===== config.mk =====
export PLATFORM = sky130hd
export DESIGN_NAME = axis_pkt_rr_arbiter
export DESIGN_NICKNAME = d
export VERILOG_FILES = /design/src/rtl/axis_pkt_rr_arbiter.sv
export SDC_FILE = /design/constraint.sdc
export NUM_CORES = 1
export LEC_CHECK = 0
export ABC_AREA = 1
export BUFFER_PORTS_ARGS = -buffer_cell sky130_fd_sc_hd__buf_2
export CAP_MARGIN = 20
export CELL_PAD_IN_SITES_DETAIL_PLACEMENT = 1
export CELL_PAD_IN_SITES_GLOBAL_PLACEMENT = 1
export CORE_AREA = 8 8 692 694
export CTS_CLUSTER_DIAMETER = 40
export DETAILED_ROUTE_END_ITERATION = 6
export DIE_AREA = 0 0 700 702
export GPL_ROUTABILITY_DRIVEN = 0
export PLACE_DENSITY = 0.3
export SLEW_MARGIN = 10
export SYNTH_ARGS = -nofsm -noshare
export SYNTH_HDL_FRONTEND = slang
export SYNTH_SLANG_ARGS = --single-unit

===== constraint.sdc =====
create_clock -name aclk -period 1.6 [get_ports aclk]
set_input_delay 0.32 -clock aclk [delete_from_list [all_inputs] [get_ports aclk]]
set_output_delay 0.32 -clock aclk [all_outputs]
set_load 0.02 [all_outputs]

===== src/rtl/axis_pkt_rr_arbiter.sv =====
// rtl/axis_pkt_rr_arbiter.sv - packet-level round-robin AXI4-Stream arbiter, N sources to one master
// Optional AXIS_ARB_SRCID_EN adds m_axis_tid carrying the granted source index.
module axis_pkt_rr_arbiter #(
  parameter int N_SRC   = 2,
  parameter int TDATA_W = 512,
  parameter int GRANT_W = 3,
  parameter int CNT_W   = 32
) (
  input  logic                       aclk,
  input  logic                       aresetn,
  input  logic [N_SRC-1:0]           s_axis_tvalid,
  output logic [N_SRC-1:0]           s_axis_tready,
  input  logic [N_SRC*TDATA_W-1:0]   s_axis_tdata,
  input  logic [N_SRC*TDATA_W/8-1:0] s_axis_tkeep,
  input  logic [N_SRC-1:0]           s_axis_tlast,
  output logic                       m_axis_tvalid,
  input  logic                       m_axis_tready,
  output logic [TDATA_W-1:0]         m_axis_tdata,
  output logic [TDATA_W/8-1:0]       m_axis_tkeep,
  output logic                       m_axis_tlast,
`ifdef AXIS_ARB_SRCID_EN
  output logic [GRANT_W-1:0]         m_axis_tid,
`endif
  output logic [GRANT_W-1:0]         grant_idx,
  output logic                       busy,
  output logic [CNT_W-1:0]           pkt_cnt
);

  localparam int KEEP_W = TDATA_W / 8;
  localparam logic [0:0] ST_IDLE = 1'b0;
  localparam logic [0:0] ST_XFER = 1'b1;

  logic [0:0]         state_q, state_d;
  logic [GRANT_W-1:0] grant_q, grant_d;
  logic [GRANT_W-1:0] last_grant_q, last_grant_d;
  logic [CNT_W-1:0]   pkt_cnt_q, pkt_cnt_d;
  logic [GRANT_W-1:0] rr_pick;
  logic               rr_any;

  // Walk offsets from farthest to nearest so the nearest requester after last_grant wins.
  always_comb begin
    rr_pick = '0;
    rr_any  = |s_axis_tvalid;
    for (int k = N_SRC; k >= 1; k--) begin
      for (int j = 0; j < N_SRC; j++) begin
        if (s_axis_tvalid[j] && (j == ((int'(last_grant_q) + k) % N_SRC))) begin
          rr_pick = GRANT_W'(j);
        end
      end
    end
  end

  always_comb begin
    m_axis_tvalid = 1'b0;
    m_axis_tdata  = '0;
    m_axis_tkeep  = '0;
    m_axis_tlast  = 1'b0;
    s_axis_tready = '0;
    for (int j = 0; j < N_SRC; j++) begin
      if ((state_q == ST_XFER) && (grant_q == GRANT_W'(j))) begin
        m_axis_tvalid    = s_axis_tvalid[j];
        m_axis_tdata     = s_axis_tdata[j*TDATA_W +: TDATA_W];
        m_axis_tkeep     = s_axis_tkeep[j*KEEP_W +: KEEP_W];
        m_axis_tlast     = s_axis_tlast[j];
        s_axis_tready[j] = m_axis_tready;
      end
    end
  end

  always_comb begin
    state_d      = state_q;
    grant_d      = grant_q;
    last_grant_d = last_grant_q;
    pkt_cnt_d    = pkt_cnt_q;
    if (state_q == ST_IDLE) begin
      if (rr_any) begin
        grant_d = rr_pick;
        state_d = ST_XFER;
      end
    end else if (m_axis_tvalid && m_axis_tready && m_axis_tlast) begin
      last_grant_d = grant_q;
      pkt_cnt_d    = pkt_cnt_q + 1'b1;
      state_d      = ST_IDLE;
    end
  end

  always_ff @(posedge aclk or negedge aresetn) begin
    if (!aresetn) begin
      state_q      <= ST_IDLE;
      grant_q      <= '0;
      last_grant_q <= GRANT_W'(N_SRC - 1);
      pkt_cnt_q    <= '0;
    end else begin
      state_q      <= state_d;
      grant_q      <= grant_d;
      last_grant_q <= last_grant_d;
      pkt_cnt_q    <= pkt_cnt_d;
    end
  end

  assign grant_idx = grant_q;
  assign busy      = (state_q == ST_XFER);
  assign pkt_cnt   = pkt_cnt_q;
`ifdef AXIS_ARB_SRCID_EN
  assign m_axis_tid = busy ? grant_q : '0;
`endif

endmodule


==> results.sh, run 1 <==
export IMPL_die_w_um=700
export IMPL_fin_crit_sh_pct=150
export IMPL_grt_pass1_wl_um=442000
export IMPL_violations="setup timing"
export IMPL_portBuffers=1772
export IMPL_yosysMostFrequentCell="nand3_1"
export IMPL_cts_clk_slew_worst_paths_ns=0.07
export IMPL_fmax_mhz=418
export IMPL_crit_type="register to primary output"
export IMPL_dr_pass1_iters=5
export IMPL_cts_tree="done"
export IMPL_yosysSeqAreaShare_pct=7.80
export IMPL_synth_avg_cell_area_sq_um=4.94
export IMPL_fin_setup_tns_ns=-411.15
export IMPL_grt_overflow=0
export IMPL_num_fill_cells=56607
export IMPL_start_util_pct=2.40
export IMPL_r2r_cells=9
export IMPL_wl_um=388000
export IMPL_clock_latency_ns=0.31
export IMPL_rr_endpoint="busy"
export IMPL_crit_buf_inv=6
export IMPL_route_met3_wl_um=52400
export IMPL_drtAntennaViolNets=0
export IMPL_setup_ws_ns=-0.795
export IMPL_synth_commonest_cells="nand3_1, nand2_1, buf_2"
export IMPL_core_sq_um=469000
export IMPL_rows=252
export IMPL_synth_edf_count=0
export IMPL_whs_ns=0.505
export IMPL_die_area_sq_um=491000
export IMPL_die_height_um=702
export IMPL_worst_path_max_delay_cell="dfrtp_4"
export IMPL_synth_top_area_share_pct=52.2
export IMPL_drive_above_1_share_pct=68.3
export IMPL_rsz0062_at_grt="true"
export IMPL_critPathCaptureType="primary output"
export IMPL_drc_errors=0
export IMPL_grt_pass1_vias=27881
export IMPL_synthFlopType="dfrtp_1"
export IMPL_first_iter_violations=2515
export IMPL_synth_compound_area_share_pct=0.222
export IMPL_nNetsFinal=5343
export IMPL_power_mw=87.3
export IMPL_min_from="last_grant_q[0]"
export IMPL_synth_top_family_by_area="simple AND/OR/NAND/NOR gates"
export IMPL_min_path_type="register to register"
export IMPL_synthXorXnorAreaFrac_pct=1.17
export IMPL_maxCapViolations=0
export IMPL_ioPinCount=1775
export IMPL_crit_path_cell_trace="buf_12 > clkinv_16 > buf_16 > buf_6 > buf_12 > nand3_1 > nand2_2 > buf_12"
export IMPL_reg2reg_slack_ns=-0.60
export IMPL_clock_sinks=35
export IMPL_synthArstFlopShare_pct=100
export IMPL_syn_cell_area_sq_um=11200
export IMPL_arrival_ns=2.07
export IMPL_cp_required_ns=1.28
export IMPL_crit_path_max_incr_delay_ns=0.52
export IMPL_yosys_area_top_type="nand3_1"
export IMPL_syn_inst=2279
export IMPL_synthDistinctLibCells=25
export IMPL_viasPerCell=2.72
export IMPL_synth_mux_area_share_pct=0
export IMPL_whs_endpoint="last_grant_q[0]"
export IMPL_dr_wl_met2_um=178000
export IMPL_cp_max_fo=12
export IMPL_slew_viol_final=0
export IMPL_yosys_warnings=0
export IMPL_synth_simple_area_share_pct=78.4
export IMPL_grt_start_max_net_pins=44
export IMPL_cts_root_buf="clkbuf_16"
export IMPL_track_usage_pct=14.6
export IMPL_cpMostUsedCell="buf_12"
export IMPL_status="finished with violations"
export IMPL_cts_made_buffers=5
export IMPL_synth_seq_cells=35
export IMPL_power_density_nw_per_um2=2230
export IMPL_hold_violations=0
export IMPL_p_leak_nw=17.2
export IMPL_antenna_found_initial=490
export IMPL_synth_area_leaders="nand3_1, nand2_1, buf_2"
export IMPL_holdPathStages=2
export IMPL_ir_drop_mv=0.823
export IMPL_wl_met1_um=138000
export IMPL_regToRegStartpoint="busy"
export IMPL_wire_per_inst_um=36.0
export IMPL_skew_ns=0.0169
export IMPL_setup_viol=617
export IMPL_area_delta_synth_final_pct=247
export IMPL_dp_final_hpwl_um=352000
export IMPL_synth_fa_ha_area_share_pct=0.111
export IMPL_place_area_sq_um=33600
export IMPL_stdcell_area_sq_um=39100
export IMPL_worstSetupStartpointType="register"
export IMPL_cp_top_family="buffers and inverters"
export IMPL_vias=29378
export IMPL_period_needed_ns=2.39
export IMPL_top_layer_used="met5"
export IMPL_htreeDepth=2
export IMPL_clk_path_buf_depth=2
export IMPL_fin_util_pct=8.34
-- how the worst max path moves through the flow --
stage	cells after the start	to	from	slack, ns
floorplan	5	m_axis_tdata[11]	grant_idx[0]	-0.05
global placement	8	m_axis_tdata[305]	grant_idx[0]	-0.97
detailed placement	8	m_axis_tdata[305]	grant_idx[0]	-0.97
CTS	9	m_axis_tdata[77]	grant_idx[0]	-0.86
global route	9	m_axis_tdata[454]	grant_idx[0]	-0.88
finish	8	m_axis_tdata[302]	grant_idx[0]	-0.79
-- worst reg2reg max path: stages, from the launching register on --
cell       delay (ns)
dfrtp_4          0.47
clkbuf_16        0.20
clkbuf_16        0.24
buf_6            0.17
nand3_1          0.09
nand2_2          0.13
nand3_1          0.14
buf_4            0.18
a21oi_1          0.39
inv_1            0.08
-- where the power goes --
part | internal (mW) | leakage [nW] | total, mW | switching [mW]
logic | 32.5 | 16.7 | 84.9 | 52.4
registers | 0.994 | 0.468 | 1.12 | 0.123
clock network | 0.779 | 0.0892 | 1.28 | 0.500
total | 34.3 | 17.2 | 87.3 | 53.0
-- cell type report --
cell class / count / area (sq um) / share of cell area (%)
Multi-Input combinational cell: 1954 / 11600 / 29.7
Inverter: 28 / 131 / 0.336
Clock buffer: 6 / 139 / 0.355
Antenna cell: 376 / 941 / 2.41
Tap cell: 6223 / 7790 / 19.9
Sequential cell: 35 / 885 / 2.26
Clock inverter: 2 / 35.0 / 0.0896
Timing Repair Buffer: 2159 / 17600 / 44.9
-- cells in the final DEF, fill, tap and decap left out, types with 2 or more instances in the layout --
cell type / netlist / routed
nand2_8: 0 / 5
nor3_2: 0 / 2
buf_6: 0 / 104
nand3b_1: 6 / 6
nand2_2: 3 / 484
nor2_1: 42 / 42
buf_8: 0 / 20
nand2_1: 684 / 162
buf_12: 0 / 246
xor2_1: 8 / 8
o21ai_0: 4 / 4
nand3_1: 1173 / 1024
inv_1: 26 / 26
nand4_1: 8 / 8
buf_16: 0 / 42
nand2_4: 0 / 36
dfrtp_4: 0 / 2
clkbuf_16: 0 / 27
nand3_2: 1 / 109
buf_4: 4 / 233
nand3_4: 0 / 41
nor3_1: 5 / 3
xnor2_1: 7 / 7
conb_1: 1 / 2
buf_2: 221 / 1477
diode_2: 0 / 376
nor2_2: 5 / 5
nor2_4: 3 / 3
clkbuf_4: 0 / 6
dfrtp_1: 34 / 32
bufbuf_16: 0 / 8
-- stage by stage --
step                      std cells  setup WS, ns
after detailed placement      10298        -0.970
after global routing          10637        -0.876
final                         10783        -0.795
after floorplan                2280       -0.0506
after CTS                     10363        -0.860
after global placement        10298        -0.972
-- state kept, by name (all words and copies together), names as in the netlist --
register      count
busy              1
grant_idx         1
last_grant_q      1
pkt_cnt          32
-- per-layer routing --
metal	global-route usage, %	up-vias
li1	-	12082
met1	15.3	13899
met2	24.0	2160
met3	8.75	979
met4	5.61	258
met5	0	-
-- kinds of logic after synthesis --
group / count (synthesis)
adder cells (fa/ha/maj): 1
XOR/XNOR: 15
other: 1
flip-flops: 35
AND/OR/NAND/NOR: 1931
buffers and inverters: 291
AO/OA/AOI/OAI: 5
-- what timing repair did --
item | 4_1_cts | 5_1_grt
endpoints found under the hold margin | 26 | 0
cloned | 23 | 27
gates resized for setup | 294 | 335
hold buffers | 1 | 0
pin swaps | 21 | 38
endpoints found under the setup margin | 617 | 617
setup buffers | 34 | 23
Power figures use the tool's default switching activity.
==> inputs of run 2 (changes only) <==
- clock period: 1.6 -> 2.5 ns (I/O delays scaled with it)
==> run 2 against run 1 <==
The run still ends with setup timing left. Register-to-register slack improved by 0.87 ns. First-iteration DRC count increased by 8.0%. Critical endpoint is now m_axis_tdata[363]. Non-clock buffer count decreased by 106.
==> results.sh, run 2 (same netlist as run 1, synthesis figures left out) <==
export IMPL_whs_ns=0.165
export IMPL_arrival_ns=2.10
export IMPL_wl_um=390000
export IMPL_die_w_um=700
export IMPL_rsz0062_at_grt="true"
export IMPL_final_common_cell="buf_2"
export IMPL_clk_path_buf_depth=2
export IMPL_cts_root_buf="clkbuf_16"
export IMPL_clock_sinks=35
export IMPL_crit_path_cell_trace="buf_16 > buf_12 > buf_16 > nand3_1 > nand2_2 > buf_4"
export IMPL_drive_above_1_share_pct=57.0
export IMPL_cts_clk_slew_worst_paths_ns=0.06
export IMPL_dp_slack_ns=-0.752
export IMPL_fin_util_pct=7.62
export IMPL_portBuffers=1772
export IMPL_dr_pass1_iters=7
export IMPL_critPathCaptureType="primary output"
export IMPL_cts_tree="done"
export IMPL_cp_max_fo=16
export IMPL_htreeDepth=2
export IMPL_grt_overflow=0
export IMPL_crit_path_max_incr_delay_ns=0.53
export IMPL_cpMostUsedCell="buf_16"
export IMPL_status="finished with violations"
export IMPL_wire_per_inst_um=36.7
export IMPL_cts_made_buffers=5
export IMPL_first_iter_violations=2715
export IMPL_area_delta_synth_final_pct=217
export IMPL_vias=29110
export IMPL_period_needed_ns=2.60
export IMPL_slew_headroom_pct=66.1
export IMPL_p_leak_nw=16.3
export IMPL_largest_reg_flops=32
export IMPL_ir_drop_mv=0.532
export IMPL_ioPinCount=1775
export IMPL_postCtsHoldBufs=0
export IMPL_grt_start_max_net_pins=136
export IMPL_die_height_um=702
export IMPL_dp_final_hpwl_um=357000
export IMPL_antenna_found_initial=490
export IMPL_hold_violations=0
export IMPL_track_usage_pct=14.8
export IMPL_start_util_pct=2.40
export IMPL_fmax_mhz=384
export IMPL_min_path_type="input pin to async pin"
export IMPL_clock_latency_ns=0.30
export IMPL_die_area_sq_um=491000
export IMPL_worst_path_max_delay_cell="dfrtp_4"
export IMPL_maxCapViolations=0
export IMPL_viasPerCell=2.75
export IMPL_power_density_nw_per_um2=1430
export IMPL_slew_viol_final=0
export IMPL_drc_errors=0
export IMPL_crit_type="register to primary output"
export IMPL_place_area_sq_um=31300
export IMPL_drtAntennaViolNets=0
export IMPL_core_sq_um=469000
export IMPL_setup_viol=106
export IMPL_power_mw=51.1
export IMPL_stdcell_area_sq_um=35700
export IMPL_final_cell_mix="buf_2, nand3_1, nand2_1"
export IMPL_grt_pass1_wl_um=445000
export IMPL_worstSetupStartpointType="register"
export IMPL_fin_crit_sh_pct=104
export IMPL_grt_pass1_vias=27510
export IMPL_setup_ws_ns=-0.101
export IMPL_worstMarginPinSlew_ns=0.508
export IMPL_skew_ns=0.00684
export IMPL_nNetsFinal=5237
export IMPL_violations="setup timing"
export IMPL_cp_required_ns=2.00
export IMPL_rows=252
run 2: cell type report:
class	count	area (sq um)
antenna	303	758
clock buffer	5	125
clock inverter	2	13.8
fill	56784	433000
inverter	28	131
multi-input combinational	1954	10200
sequential	35	885
tap	6223	7790
timing repair buffer	2053	15800
run 2: what timing repair did:
action,in CTS,in global routing
gates cloned,22,14
buffers inserted,20,21
endpoints found under the hold margin,0,0
gates resized for setup,337,193
endpoints found under the setup margin,390,433
pin swaps,6,5
run 2: metal layers:
metal,track usage [%],part of all wire (%),wire length [um],vias up
li1,-,-,-,11777
met1,14.9,35,135000,13919
met2,24.9,47,182000,2232
met3,10.0,15,58400,918
met4,3.28,3.3,12700,264
met5,0.883,0.45,1740,-
run 2: final timing paths:
check                                    endpoint  depth (start not counted)  slack, ns   startpoint
max in group asynchronous         last_grant_q[0]                          2       1.58      aresetn
worst min-delay path                  pkt_cnt[25]                          1       0.17      aresetn
worst max register to register        pkt_cnt[30]                         12       0.27         busy
min in group aclk                     pkt_cnt[31]                          2       0.52  pkt_cnt[31]
worst min register to register        pkt_cnt[31]                          2       0.52  pkt_cnt[31]
worst max-delay path            m_axis_tdata[363]                          6      -0.10         busy
run 2: where the power goes:
part	total (mW)	switching (mW)	internal, mW
Combinational	49.7	31.9	17.8
Sequential	0.750	0.113	0.636
Clock	0.653	0.288	0.365
run 2: worst max-delay path: cells and delay by family (launching register included):
kind | cells | cell delay, ns
AND/OR/NAND/NOR | 2 | 0.42
flip-flops | 1 | 0.53
buffers and inverters | 4 | 0.74
run 2: per-stage QoR:
step / std cells / TNS [ns]
2_1_floorplan: 2280 / 0
3_3_place_gp: 10216 / -4.18
3_5_place_dp: 10216 / -4.40
4_1_cts: 10265 / -6.31
5_1_grt: 10447 / -7.56
6_report: 10603 / -3.75
